**src/rtl/trace_event_packer.sv**
```systemverilog
// trace_event_packer: compacts valid trace channels into a header + payload beat stream.
// Optional timestamp field in the header enabled by defining TRACE_PACKER_TS_EN.
module trace_event_packer #(
    parameter int NUM_CH = 4,
    parameter int CH_W   = 64,
    parameter int OUT_W  = 32,
    parameter int TS_W   = 12
) (
    input  logic                               s_axi_aclk,
    input  logic                               s_axi_areset,
    input  logic [NUM_CH*CH_W-1:0]             in_data,
    input  logic [NUM_CH-1:0]                  in_mask,
    input  logic                               in_valid,
    output logic                               in_ready,
    output logic [$clog2(NUM_CH*CH_W+1)-1:0]   pkt_bits,
    output logic [OUT_W-1:0]                   out_data,
    output logic                               out_valid,
    output logic                               out_last,
    input  logic                               out_ready
);
    localparam int BPC  = CH_W / OUT_W;
    localparam int PW   = NUM_CH > 1 ? $clog2(NUM_CH) : 1;
    localparam int BW   = BPC > 1 ? $clog2(BPC) : 1;
    localparam int CW   = $clog2(NUM_CH + 1);
    localparam int PB_W = $clog2(NUM_CH*CH_W + 1);

    typedef enum logic [1:0] {IDLE, HDR, PAY} state_t;

    state_t                   state_q, state_d;
    logic [NUM_CH*CH_W-1:0]   data_q, data_d;
    logic [NUM_CH-1:0]        mask_q, mask_d;
    logic [OUT_W-1:0]         hdr_q, hdr_d;
    logic [PB_W-1:0]          pkt_bits_q, pkt_bits_d;
    logic [PW-1:0]            ptr_q, ptr_d;
    logic [BW-1:0]            beat_q, beat_d;
    logic [CW-1:0]            cnt;
    logic                     is_last;
`ifdef TRACE_PACKER_TS_EN
    logic [TS_W-1:0]          ts_q;
`endif

    // lowest set channel at or above index from
    function automatic logic [PW-1:0] lowest_from(input logic [NUM_CH-1:0] m, input int from);
        lowest_from = '0;
        for (int k = NUM_CH - 1; k >= 0; k--)
            if (k >= from && m[k]) lowest_from = PW'(k);
    endfunction

    always_ff @(posedge s_axi_aclk) begin
        if (s_axi_areset) begin
            state_q    <= IDLE;
            data_q     <= '0;
            mask_q     <= '0;
            hdr_q      <= '0;
            pkt_bits_q <= '0;
            ptr_q      <= '0;
            beat_q     <= '0;
        end else begin
            state_q    <= state_d;
            data_q     <= data_d;
            mask_q     <= mask_d;
            hdr_q      <= hdr_d;
            pkt_bits_q <= pkt_bits_d;
            ptr_q      <= ptr_d;
            beat_q     <= beat_d;
        end
    end

`ifdef TRACE_PACKER_TS_EN
    always_ff @(posedge s_axi_aclk) begin
        if (s_axi_areset) ts_q <= '0;
        else ts_q <= ts_q + 1'b1;
    end
`endif

    always_comb begin
        cnt = '0;
        for (int k = 0; k < NUM_CH; k++) cnt = cnt + CW'(in_mask[k]);
    end

    assign is_last = beat_q == BW'(BPC - 1) && (mask_q >> ptr_q) == NUM_CH'(1);

    always_comb begin
        state_d    = state_q;
        data_d     = data_q;
        mask_d     = mask_q;
        hdr_d      = hdr_q;
        pkt_bits_d = pkt_bits_q;
        ptr_d      = ptr_q;
        beat_d     = beat_q;
        case (state_q)
            IDLE: if (in_valid && |in_mask) begin
                state_d    = HDR;
                data_d     = in_data;
                mask_d     = in_mask;
                pkt_bits_d = PB_W'(cnt * CH_W);
                hdr_d      = '0;
                hdr_d[NUM_CH-1:0]  = in_mask;
                hdr_d[NUM_CH+:16]  = 16'(cnt * BPC);
`ifdef TRACE_PACKER_TS_EN
                hdr_d[NUM_CH+16+:TS_W] = ts_q;
`endif
            end
            HDR: if (out_ready) begin
                state_d = PAY;
                ptr_d   = lowest_from(mask_q, 0);
                beat_d  = '0;
            end
            PAY: if (out_ready) begin
                if (is_last) state_d = IDLE;
                else if (beat_q == BW'(BPC - 1)) begin
                    beat_d = '0;
                    ptr_d  = lowest_from(mask_q, int'(ptr_q) + 1);
                end else beat_d = beat_q + 1'b1;
            end
            default: state_d = IDLE;
        endcase
    end

    always_comb begin
        in_ready  = state_q == IDLE;
        out_valid = state_q != IDLE;
        out_last  = state_q == PAY && is_last;
        pkt_bits  = pkt_bits_q;
        out_data  = state_q == HDR ? hdr_q :
                    state_q == PAY ? data_q[int'(ptr_q)*CH_W + int'(beat_q)*OUT_W +: OUT_W] : '0;
    end
endmodule

```
**config.mk**
```make
export PLATFORM = sky130hd
export DESIGN_NAME = trace_event_packer
export DESIGN_NICKNAME = d
export VERILOG_FILES = /design/src/rtl/trace_event_packer.sv
export SDC_FILE = /design/constraint.sdc
export NUM_CORES = 1
export LEC_CHECK = 0
export CAP_MARGIN = 10
export CORE_ASPECT_RATIO = 2
export CORE_MARGIN = 2
export CORE_UTILIZATION = 32
export CTS_CLUSTER_SIZE = 14
export DETAILED_ROUTE_END_ITERATION = 10
export GPL_TIMING_DRIVEN = 0
export SKIP_CTS_REPAIR_TIMING = 1
export SYNTH_ARGS = -nofsm -noshare
export SYNTH_HDL_FRONTEND = slang
export SYNTH_SLANG_ARGS = --single-unit
```
**constraint.sdc**
```tcl
create_clock -name s_axi_aclk -period 2.2 [get_ports s_axi_aclk]
set_input_delay 0.44 -clock s_axi_aclk [delete_from_list [all_inputs] [get_ports s_axi_aclk]]
set_output_delay 0.44 -clock s_axi_aclk [all_outputs]
set_load 0.05 [all_outputs]
```
# ---- After elaboration in Yosys (flattened, before gate mapping)
# Cells that the tools add are included.
dict set report totals {
  word_cells 68
  out_inout_bits 44
  input_bits 264
  reg_bits 275
}
dict set report op_classes {
  shift 2
  n_addsub 6
  n_eq_ne 9
  order_cmp 4
  mux 25
  reduce_logical 15
}
# cell n
set op_table {}
lappend op_table {{$shiftx 256x10->32} 1}
lappend op_table {{$mux 32} 2}
lappend op_table {{$mux 2} 16}
lappend op_table {{$ne 2x2->1 const B} 5}
lappend op_table {{$add 8x6->9} 1}
lappend op_table {{$reduce_and 4->1} 2}
lappend op_table {{$logic_and 1x1->1} 7}
lappend op_table {{$ge 1x3->1 const A} 2}
lappend op_table {{$ge 2x3->1 const A} 2}
lappend op_table {{$pmux 2 s3} 1}
lappend op_table {{$reduce_and 5->1} 1}
lappend op_table {{$eq 4x1->1 const B} 1}
lappend op_table {{$mux 1} 4}
lappend op_table {{$pmux 2 s2} 1}
lappend op_table {{$reduce_bool 2->1} 2}
lappend op_table {{$reduce_or 4->1} 1}
lappend op_table {{$shr 4x2->4} 1}
lappend op_table {{$add 2x1->3} 1}
lappend op_table {{$add 2x1->3 const B} 1}
lappend op_table {{$add 3x1->3} 1}
lappend op_table {{$add 1x1->2} 1}
lappend op_table {{$eq 2x1->1 const B} 1}
lappend op_table {{$eq 2x2->1 const B} 1}
lappend op_table {{$logic_not 2->1} 1}
lappend op_table {{4 further kinds} 4}

# ---- Depth between registers and ports, before layout
dict set report depth {
  word_depth 11
  ltp_mapped 9
  mapped_depth_nobuf 7
}

# ---- Worst setup path after synthesis
# No wires, ideal clock.
dict set report synth_path {
  kind {register -> output}
  from {reg beat_q}
  to {out out_data[3]}
  t_required_ps 1760
  n_path_buf 3
  path_slack_ps -406
  path_stages_with_launch 7
  arrival_time_ps 2166
  cell_sequence {dfxtp_1 -> buf_2 -> buf_4 -> buf_4 -> mux4_2 -> mux2i_1 -> o21ai_0}
}
dict set report synth_via {
  elab_chain_cells 4
}
# item line_no
set synth_lines {}
lappend synth_lines {{from (decl)} 35} ;# logic [BW-1:0] beat_q, beat_d;
lappend synth_lines {{from (signal assigned)} 65} ;# beat_q <= beat_d;
lappend synth_lines {{$add 8x6->9} 126} ;# state_q == PAY ? data_q[int'(ptr_q)*CH_W + int'(beat_q)*OUT_W +: OUT_W] : '0;
lappend synth_lines {{$shiftx 256x10->32} 126}
lappend synth_lines {{$mux 32} 126}
lappend synth_lines {{$mux 32} 125} ;# out_data = state_q == HDR ? hdr_q :
lappend synth_lines {{to (decl)} 16} ;# output logic [OUT_W-1:0] out_data,
# Every way passes these cells.

# ---- Worst setup path after layout
dict set report layout_path {
  from {reg beat_q}
  to {out out_data[1]}
}
# Same word-level chain as after synthesis.

==> results.ini <==
[outcome]
run_status=finished with violations
violations=setup timing

[grt]
grt_pass1_vias=11590
grt_pass1_wl_um=68360
grt_max_degree=15
antenna_found_initial=6
gr-usage-all-layers=0.2405
grt_overflow=0

[setup_path]
critPathArrivalTime_ns=2.19
worstPathCellList=buf_12 -> clkbuf_16 -> mux4_2 -> mux2i_1 -> o21ai_2 -> buf_6
crit_path_max_incr_delay_ns=0.52
required_ns=1.76
critPathSlowestCell=mux4_2
start_kind=register
reg2reg_slack_ns=0.33
r2r_end=pkt_bits[7]
cp-end-kind=output pin
r2r_cells=7
path_max_fanout=5
criticalPathCategory=register to output pin
reg2reg_from=state_q[1]

[pwr]
power.total_uw=12080
p_per_area_nw_per_um2=729.4
p_leak_uw=0.006116
vdd_ir_drop_max_v=0.0004857

[yosys]
seq_area_frac_synth=0.4635
avgSynthCellArea_um2=8.251
synthesis.area_um2=11580
synth_seq_cells=268
ys_async_sr_fraction=0
yosysWarnings=0
synth.distinct_cells=38
synth_enable_flop_cells=0
synth_ff_type=dfxtp_1
syn_inst=1403

[worst_hold_path]
hold_end=data_q[118]
holdPathStages=3
holdCritStartpoint=in_data[118]
hold_path_class=input pin to register

[sta]
slew_headroom=0.3936
timing.hold.ws_ns=0.4474
fin_crit_sh=1.197
rsz0062_at_grt=yes
worst_pin_slew_ns=0.9095
hold_viol=0
setup_violations=33
timing.setup.tns_ns=-11.61
period_minus_slack_ns=2.633
fmax_mhz=379.8
clock_skew_ns=0.009126
finalWorstSetupSlack_ns=-0.4331
drv_slew=0

[clock_tree]
cts_tree=yes
root_buffer=clkbuf_16
clk_pin_slew_ns=0.06
clk_latency_ns=0.54
clock_sinks=268
numCtsBuffers=25
cts_buffer_depth=3
cts-htree-levels=1

[cells_and_area]
fillCellCount=3563
area_delta_synth_final_pct=43.09
register_area_um2=5370
nets=2009
drive_gt1_frac=0.1658
utilization=0.4642
multiInputGateArea_um2=5786

[place]
dp.final_hpwl_um=37950
globalplace.congestion=0.8800
numPortBuffers=300

[floorplan]
dieArea_um2=37810
start_util=0.3244
rows=98
coreArea_um2=35680
die_y_um=273.0
io_pins=308
die_w_um=138.5

[run]
maxCapViolations=0

[detailed_routing]
drt_first_pass_iters=5
wl_met2_um=26450
drcViolationCount=0
vias=11140
wl_um=47720
wire_per_inst_um=21.58
wl_met1_um=16260
met3WireLength_um=1844
drt-vias-per-instance=5.037
initialDrtViolationCount=571
highest_layer=met4
route.antenna.remaining_nets=0

==> worst max-delay path by stage <==
stage / startpoint / endpoint / cells past startpoint
3_3_place_gp: ptr_q[1] / out_data[18] / 5
4_1_cts: ptr_q[1] / out_data[18] / 5
3_5_place_dp: ptr_q[1] / out_data[18] / 5
6_report: beat_q / out_data[1] / 6
2_1_floorplan: state_q[0] / out_last / 4
5_1_grt: beat_q / out_data[1] / 6
==> routing by layer <==
layer,vias to the layer above,global-route usage
met5,-,0
met4,0,0.1490
met3,118,0.02068
met2,378,0.4756
met1,5287,0.2379
li1,5353,-
==> cells by family (layout without fill, tap and decap cells) <==
| group | after synthesis | in the layout | synth area share |
|---|---|---|---|
| buffers and inverters | 135 | 482 | 0.05793 |
| AND/OR/NAND/NOR | 609 | 609 | 0.2034 |
| multiplexers | 72 | 72 | 0.1314 |
| AO/OA/AOI/OAI | 314 | 314 | 0.1385 |
| flip-flops | 268 | 268 | 0.4635 |
| adder cells (fa/ha/maj) | 4 | 4 | 0.004972 |
| other | 1 | 12 | 0.0003239 |
==> worst max-delay path: cells and delay by family, from the launching register on <==
family / cells / cell delay [ns]
AOI/OAI and AO/OA: 1 / 0.10
DFF: 1 / 0.37
muxes: 2 / 0.71
buffers and inverters: 3 / 0.47
==> per-stage QoR <==
stage | setup WS (ns) | instance area [µm²] | std cells
3_5_place_dp | -0.9291 | 15280 | 2158
2_1_floorplan | -0.05898 | 11710 | 1408
3_3_place_gp | -0.9343 | 15280 | 2158
5_1_grt | -0.4931 | 16560 | 2211
4_1_cts | -1.535 | 16070 | 2199
6_report | -0.4331 | 16560 | 2211
==> power breakdown <==
| group | switching (µW) | leakage (µW) | internal, µW |
|---|---|---|---|
| combinational | 1270 | 0.00353 | 1030 |
| clock | 1920 | 0.000383 | 2450 |
| sequential | 200 | 0.00220 | 5210 |
| total | 3400 | 0.00612 | 8690 |
==> Yosys cell counts (2+ instances only) <==
| library cell | number | share of area |
|---|---|---|
| inv_1 | 10 | 0.0032 |
| nor2_1 | 8 | 0.0026 |
| clkbuf_1 | 53 | 0.017 |
| nand2_1 | 583 | 0.19 |
| buf_1 | 6 | 0.0019 |
| buf_4 | 28 | 0.018 |
| nor3_1 | 3 | 0.0013 |
| buf_2 | 35 | 0.015 |
| o211ai_1 | 2 | 0.0013 |
| o21ai_0 | 10 | 0.0043 |
| o2111ai_1 | 2 | 0.0015 |
| and3_4 | 2 | 0.0019 |
| a21oi_1 | 294 | 0.13 |
| nand3_1 | 2 | 0.00086 |
| mux2i_1 | 8 | 0.0069 |
| ha_1 | 3 | 0.0032 |
| dfxtp_1 | 268 | 0.46 |
| and3_1 | 2 | 0.0011 |
| mux4_2 | 64 | 0.12 |
| buf_6 | 2 | 0.0019 |
==> layout make-up <==
type,instances,share of cell area
Antenna cell,6,0.0009064
Buffer,123,0.04932
Clock buffer,34,0.04222
Clock inverter,7,0.005438
Inverter,11,0.002493
Multi-Input combinational cell,1005,0.3493
Sequential cell,268,0.3242
Tap cell,450,0.03399
Timing Repair Buffer,307,0.1922
==> layout by cell type, fill, tap and decap left out, drive strengths merged, types with 2 or more instances in the layout <==
cell type / synthesis / final
nand2: 583 / 583
buf: 71 / 107
inv: 11 / 11
o211ai: 2 / 2
clkbuf: 53 / 90
nand3: 2 / 2
clkdlybuf4s50: 0 / 262
conb: 1 / 6
nor2: 9 / 9
diode: 0 / 6
mux2i: 8 / 8
dfxtp: 268 / 268
a21oi: 295 / 295
nor2b: 2 / 2
clkinvlp: 0 / 2
o21ai: 10 / 10
ha: 3 / 3
bufinv: 0 / 2
o2111ai: 2 / 2
and3: 4 / 4
mux4: 64 / 64
clkinv: 0 / 3
dlymetal6s2s: 0 / 5
nor3: 3 / 3
==> state kept, by name, indices dropped and copies added (netlist names) <==
| name | flops |
|---|---|
| beat_q | 1 |
| data_q | 256 |
| hdr_q | 1 |
| mask_q | 3 |
| pkt_bits | 3 |
| ptr_q | 2 |
| state_q | 2 |
No activity file was read; power rests on OpenSTA's default activity.
